<file path="src/rtl/subinst_arb_pkg.sv">
// Shared types and constants for the round-robin sub-instance arbiter.
package subinst_arb_pkg;

  typedef enum logic [1:0] {
    IDLE  = 2'd0,
    GRANT = 2'd1,
    GAP   = 2'd2
  } arb_state_t;

  localparam int ARB_ID_W     = 4;
  localparam int N_REQ_DEF    = 10;
  localparam int MAX_HOLD_DEF = 16;

endpackage

</file>
<file path="src/rtl/subinst_rr_pick.sv">
// Rotate-priority search: first set req at or above ptr, wrapping to index 0.
module subinst_rr_pick
  import subinst_arb_pkg::*;
#(
  parameter int N_REQ = N_REQ_DEF
) (
  input  logic [N_REQ-1:0]    req,
  input  logic [ARB_ID_W-1:0] ptr,
  output logic [N_REQ-1:0]    pick,
  output logic [ARB_ID_W-1:0] pick_id,
  output logic                found
);

  always_comb begin
    pick    = '0;
    pick_id = '0;
    found   = 1'b0;
    // Upper segment [ptr, N_REQ-1] has priority over the wrapped segment [0, ptr-1].
    for (int k = 0; k < N_REQ; k++) begin
      if (!found && req[k] && (k >= int'(ptr))) begin
        found   = 1'b1;
        pick[k] = 1'b1;
        pick_id = ARB_ID_W'(k);
      end
    end
    for (int k = 0; k < N_REQ; k++) begin
      if (!found && req[k] && (k < int'(ptr))) begin
        found   = 1'b1;
        pick[k] = 1'b1;
        pick_id = ARB_ID_W'(k);
      end
    end
  end

endmodule

</file>
<file path="src/rtl/subinst_arbiter.sv">
// Round-robin arbiter for sub-instances with IDLE/GRANT/GAP sequencing.
// Optional hold-limit revoke is built when SUBINST_ARB_TIMEOUT_EN is defined.
// Handshake: req[i] stays high until served; the holder ends its grant by pulsing
// release_grant (sampled only in GRANT) or by dropping its req bit.
module subinst_arbiter
  import subinst_arb_pkg::*;
#(
  parameter int N_REQ    = N_REQ_DEF,
  parameter int MAX_HOLD = MAX_HOLD_DEF
) (
  input  logic                clk,
  input  logic                rst_n,
  input  logic [N_REQ-1:0]    req,
  input  logic                release_grant,
  output logic [N_REQ-1:0]    grant,
  output logic [ARB_ID_W-1:0] grant_id,
  output logic                busy,
  output logic                timeout,
  output arb_state_t          state_dbg
);

  arb_state_t          state_q, state_d;
  logic [ARB_ID_W-1:0] ptr_q, ptr_d;
  logic [N_REQ-1:0]    grant_q, grant_d;
  logic [ARB_ID_W-1:0] grant_id_q, grant_id_d;
  logic                busy_q, busy_d;
  logic [N_REQ-1:0]    pick;
  logic [ARB_ID_W-1:0] pick_id;
  logic                found;
  logic                holder_req;
  logic                limit_hit;
  logic [ARB_ID_W-1:0] ptr_after;

  subinst_rr_pick #(.N_REQ(N_REQ)) u_pick (
    .req     (req),
    .ptr     (ptr_q),
    .pick    (pick),
    .pick_id (pick_id),
    .found   (found)
  );

  assign holder_req = |(req & grant_q);
  assign ptr_after  = (grant_id_q == ARB_ID_W'(N_REQ - 1)) ? '0 : grant_id_q + 1'b1;

`ifdef SUBINST_ARB_TIMEOUT_EN
  localparam logic [7:0] HOLD_LAST = 8'(MAX_HOLD - 1);
  logic [7:0] hold_cnt_q, hold_cnt_d;
  logic       timeout_q, timeout_d;
  assign limit_hit = (hold_cnt_q == HOLD_LAST);
  assign timeout   = timeout_q;
`else
  assign limit_hit = 1'b0;
  assign timeout   = 1'b0;
`endif

  always_comb begin
    state_d    = state_q;
    ptr_d      = ptr_q;
    grant_d    = grant_q;
    grant_id_d = grant_id_q;
    busy_d     = busy_q;
`ifdef SUBINST_ARB_TIMEOUT_EN
    hold_cnt_d = hold_cnt_q;
    timeout_d  = 1'b0;
`endif
    case (state_q)
      IDLE: begin
        if (found) begin
          state_d    = GRANT;
          grant_d    = pick;
          grant_id_d = pick_id;
          busy_d     = 1'b1;
`ifdef SUBINST_ARB_TIMEOUT_EN
          hold_cnt_d = '0;
`endif
        end
      end
      GRANT: begin
        // Explicit or implicit release wins over the hold limit.
        if (release_grant || !holder_req || limit_hit) begin
          state_d    = GAP;
          ptr_d      = ptr_after;
          grant_d    = '0;
          grant_id_d = '0;
          busy_d     = 1'b0;
`ifdef SUBINST_ARB_TIMEOUT_EN
          timeout_d  = !(release_grant || !holder_req);
`endif
        end else begin
`ifdef SUBINST_ARB_TIMEOUT_EN
          hold_cnt_d = hold_cnt_q + 8'd1;
`endif
        end
      end
      GAP:     state_d = IDLE;
      default: state_d = IDLE;
    endcase
  end

  always_ff @(posedge clk) begin
    if (!rst_n) begin
      state_q    <= IDLE;
      ptr_q      <= '0;
      grant_q    <= '0;
      grant_id_q <= '0;
      busy_q     <= 1'b0;
`ifdef SUBINST_ARB_TIMEOUT_EN
      hold_cnt_q <= '0;
      timeout_q  <= 1'b0;
`endif
    end else begin
      state_q    <= state_d;
      ptr_q      <= ptr_d;
      grant_q    <= grant_d;
      grant_id_q <= grant_id_d;
      busy_q     <= busy_d;
`ifdef SUBINST_ARB_TIMEOUT_EN
      hold_cnt_q <= hold_cnt_d;
      timeout_q  <= timeout_d;
`endif
    end
  end

  assign grant     = grant_q;
  assign grant_id  = grant_id_q;
  assign busy      = busy_q;
  assign state_dbg = state_q;

endmodule

</file>
<file path="config.mk">
export PLATFORM = sky130hd
export DESIGN_NAME = subinst_arbiter
export DESIGN_NICKNAME = d
export VERILOG_FILES = /design/src/rtl/subinst_arb_pkg.sv /design/src/rtl/subinst_rr_pick.sv /design/src/rtl/subinst_arbiter.sv
export SDC_FILE = /design/constraint.sdc
export NUM_CORES = 1
export LEC_CHECK = 0
export ABC_AREA = 0
export CAP_MARGIN = 5
export CORE_UTILIZATION = 54
export CTS_BUF_LIST = sky130_fd_sc_hd__clkbuf_8
export CTS_CLUSTER_SIZE = 40
export DETAILED_ROUTE_END_ITERATION = 16
export PLACE_DENSITY = 0.91
export SYNTH_ARGS = -nofsm -noshare
export SYNTH_HDL_FRONTEND = slang
export SYNTH_SLANG_ARGS = --single-unit
</file>
<file path="constraint.sdc">
create_clock -name clk -period 3.3 [get_ports clk]
set_clock_uncertainty 0.15 [all_clocks]
set_input_delay 0.99 -clock clk [delete_from_list [all_inputs] [get_ports clk]]
set_output_delay 0.99 -clock clk [all_outputs]
set_load 0.01 [all_outputs]
</file>
==> qor.yml, run 1 <==
job:
  cap_violations: 0
critical_path:
  r2r_cells: 7
  r2r_start: "ptr_q[1]"
  reg2reg_to: "grant[3]"
  worstPathRequired_ns: 3.34
  worstPathArrival_ns: 3.26
  cp_max_fo: 5
  r2r_setup_slack_ns: 0.53
  start_kind: "input pin"
  critPathKind: "in2reg"
  crit_path_end_kind: "flop"
cts:
  root_buffer: "clkbuf_8"
  cts_setup_buffers: 0
  clockBufferDepth: 2
  tritoncts: "yes"
  clkLatencyLatePin_ns: 0.27
  cts.sinks: 21
  cts_max_level: 1
  cts_inserted_buffers: 3
  path_clk_slew_ns: 0.07
die:
  io_pins: 31
  fp.dieH_um: 57.60
  die-area_um2: 3317
  fp.dieW_um: 57.60
  core-area_um2: 2853
  placementRows: 19
  start_util_pct: 58.51
timing:
  min_period_ns: 3.217
  tightest_slew_ns: 0.7061
  fmax_mhz: 310.8
  hold_violations: 0
  relSlewSlack_pct: 52.31
  period_share_pct: 97.49
  setup_viol: 0
  slew_viol_final: 0
yosys:
  syn_inst: 210
  ys_seq_area_share_pct: 25.19
  ys_top_cells_by_area: "dfxtp_1, nor2b_1, nand2_1"
  netlist_area_um2: 1669
  synth_top_area_cell: "dfxtp_1"
  synth_top_area_share_pct: 25.19
  yosysWarningCount: 0
  synth_edf_count: 0
  synth-seq-cells: 21
  syn-num-nets: 223
  synth_cell_types: 61
  ys_async_sr_fraction_pct: 0
  synth-main-ff-cell: "dfxtp_1"
  synth_area_per_cell_um2: 7.948
pwr:
  p_int_w: 0.0005600
  pwr-share-clk_pct: 18.7
  power.total_w: 0.0009087
  p_seq_share_pct: 34.9
  powerDensity_nw_per_um2: 408.5
  swShare_pct: 38.37
  combPwrFrac_pct: 46.4
  leakagePower_nw: 0.8716
  p_sw_w: 0.0003487
  ir_worst_vdd_mv: 0.4074
detailed_routing:
  routed-via-count: 1959
  dr.pass1.iters: 11
  drt-total-wl_mm: 5.666
  avgRoutedWirePerCell_um: 19.34
  drt_iter0_markers: 189
  viasPerCell: 6.686
  drcViolationCount: 1
  drtAntennaViolNets: 0
cells_and_area:
  diodes: 0
  finalNetCount: 276
  finalNonFillerCells: 293
  fin_util_pct: 77.98
  drive_gt1_share_pct: 20.61
  syn_to_final_growth_pct: 33.28
placed_design:
  gp_congestion: 0.9545
  dpl.hpwl_mm: 4.183
  port_buffers: 29
  place_inst: 289
global_route:
  antenna_found_initial: 0
  grt_max_degree: 24
  grtUsageMet2_pct: 61.79
  grt.met1_usage_pct: 45.10
  grt_overflow_total: 0
  grt_pass1_vias: 1862
  top_usage_layer: "met2"
  grt_pass1_wl_mm: 8.921
  track_usage_pct: 35.26
  grt.met3_usage_pct: 5.215
hold_path:
  hold_class: "reg2reg"
  hold_depth: 2
  holdPathEnd: "grant_id[3]"
  worstHoldStart: "grant_id[3]"
outcome:
  violations: "DRC"
  outcome: "finished, violations left"
[metal layers]
metal	share of wire, %	routed length, um
met5	0	0
met4	2.2	123
met3	11	600
met2	47	2675
met1	40	2267
[cells in the final DEF (no fill, tap or decap), types with 2 or more instances in the layout]
master           instances
nor2_1                  13
o2bb2ai_1                5
or4_4                    2
or4_1                    2
or2_2                    2
a21boi_1                 2
a22oi_1                  8
o31a_1                   2
dfxtp_1                 21
nand2_1                 18
o21ai_0                 13
a211o_1                  2
a21o_1                   2
nor4_1                   5
and3_1                   3
inv_1                    8
a21oi_1                  5
buf_4                   35
o211a_1                  4
o21ai_1                  2
a32oi_1                  7
a211oi_1                 3
nor2b_1                 11
o31ai_1                  2
nand3_1                  5
nand3b_1                 2
and2_1                   5
or3_1                    3
clkdlybuf4s50_1         29
clkbuf_8                 3
nor3_1                   8
a31o_2                   2
[worst max-delay path: stages]
cell,delay (ns)
clkdlybuf4s50_1,0.41
nor2b_1,0.16
o211a_4,0.25
or4_4,0.52
nor4_1,0.28
o31ai_1,0.18
or2_2,0.31
a21boi_1,0.16
[synthesized netlist by cell type (3+ instances only)]
master	number
a211oi_1	3
a21oi_1	5
a22oi_1	8
a32oi_1	7
and2_1	5
and3_1	3
buf_4	4
clkbuf_1	7
dfxtp_1	21
inv_1	7
nand2_1	18
nand3_1	5
nor2_1	13
nor2b_1	11
nor3_1	8
nor4_1	6
o211a_1	4
o21ai_0	13
o2bb2ai_1	5
or3_1	3
or4_1	3
[power groups by stage]
stage               sequential [W]  clock (W)  combinational (W)
floorplan                 0.000313          0           0.000243
global placement          0.000319          0           0.000398
detailed placement        0.000322          0           0.000403
CTS                       0.000316   0.000168           0.000406
global route              0.000321   0.000180           0.000448
finish                    0.000317   0.000170           0.000422
[per-stage QoR]
stage	hold slack [ns]	setup TNS [ns]	worst slack, ns	cell area (um^2)
floorplan	0.3373	0	0.3252	1669
global placement	0.3142	-0.7487	-0.1453	2163
global route	0.4021	-0.02936	-0.02936	2225
finish	0.3857	0	0.08292	2225
detailed placement	0.3361	-1.361	-0.2037	2163
CTS	0.3649	0	0.05794	2208
[kinds of logic (layout without fill, tap and decap cells)]
logic type                Yosys count  count (layout)  synth area share (%)
DFF                                21              21                 25.19
buffers and inverters              23              75                 7.422
xor gates and xnor gates            1               1                0.5248
and+or+nand+nor                    86              86                 29.09
muxes                               1               1                0.5997
other                               1               1                0.2247
AOI/OAI and AO/OA                  77              77                 36.96
[state kept, by name, indices dropped and copies added, names as in the netlist]
register and cells:
ptr_q 4, grant 10, busy 1, grant_id 4, state_dbg 2
[area by class of cell]
type                    count  area, um^2
clock inverters             1       3.754
inverters                   7       26.28
flip-flops and latches     21       420.4
repair buffers             64       553.0
clock buffers               3       41.29
fillers                   219       628.1
multi-input cells         166        1141
well taps                  31       38.79
[what timing repair did]
action | in CTS | in global routing
hold buffers | 0 | 0
gates resized for setup | 0 | 3
setup endpoints to repair | 0 | 5
[worst max-delay path by stage]
stage | startpoint | to | slack (ns)
finish | req[0] | grant[3] | 0.08
global route | req[0] | grant[3] | -0.03
CTS | req[0] | grant[3] | 0.06
detailed placement | req[0] | grant[3] | -0.20
global placement | req[0] | grant[3] | -0.15
floorplan | req[0] | grant_id[1] | 0.33
Note: power is estimated with default switching activity, not from simulation.
==> inputs of run 2 (changes only) <==
Settings changed: SETUP_SLACK_MARGIN set to 0.02.
==> results of run 2 <==
Same layout as run 1 (identical final DEF). Status: finished, violations left: DRC.
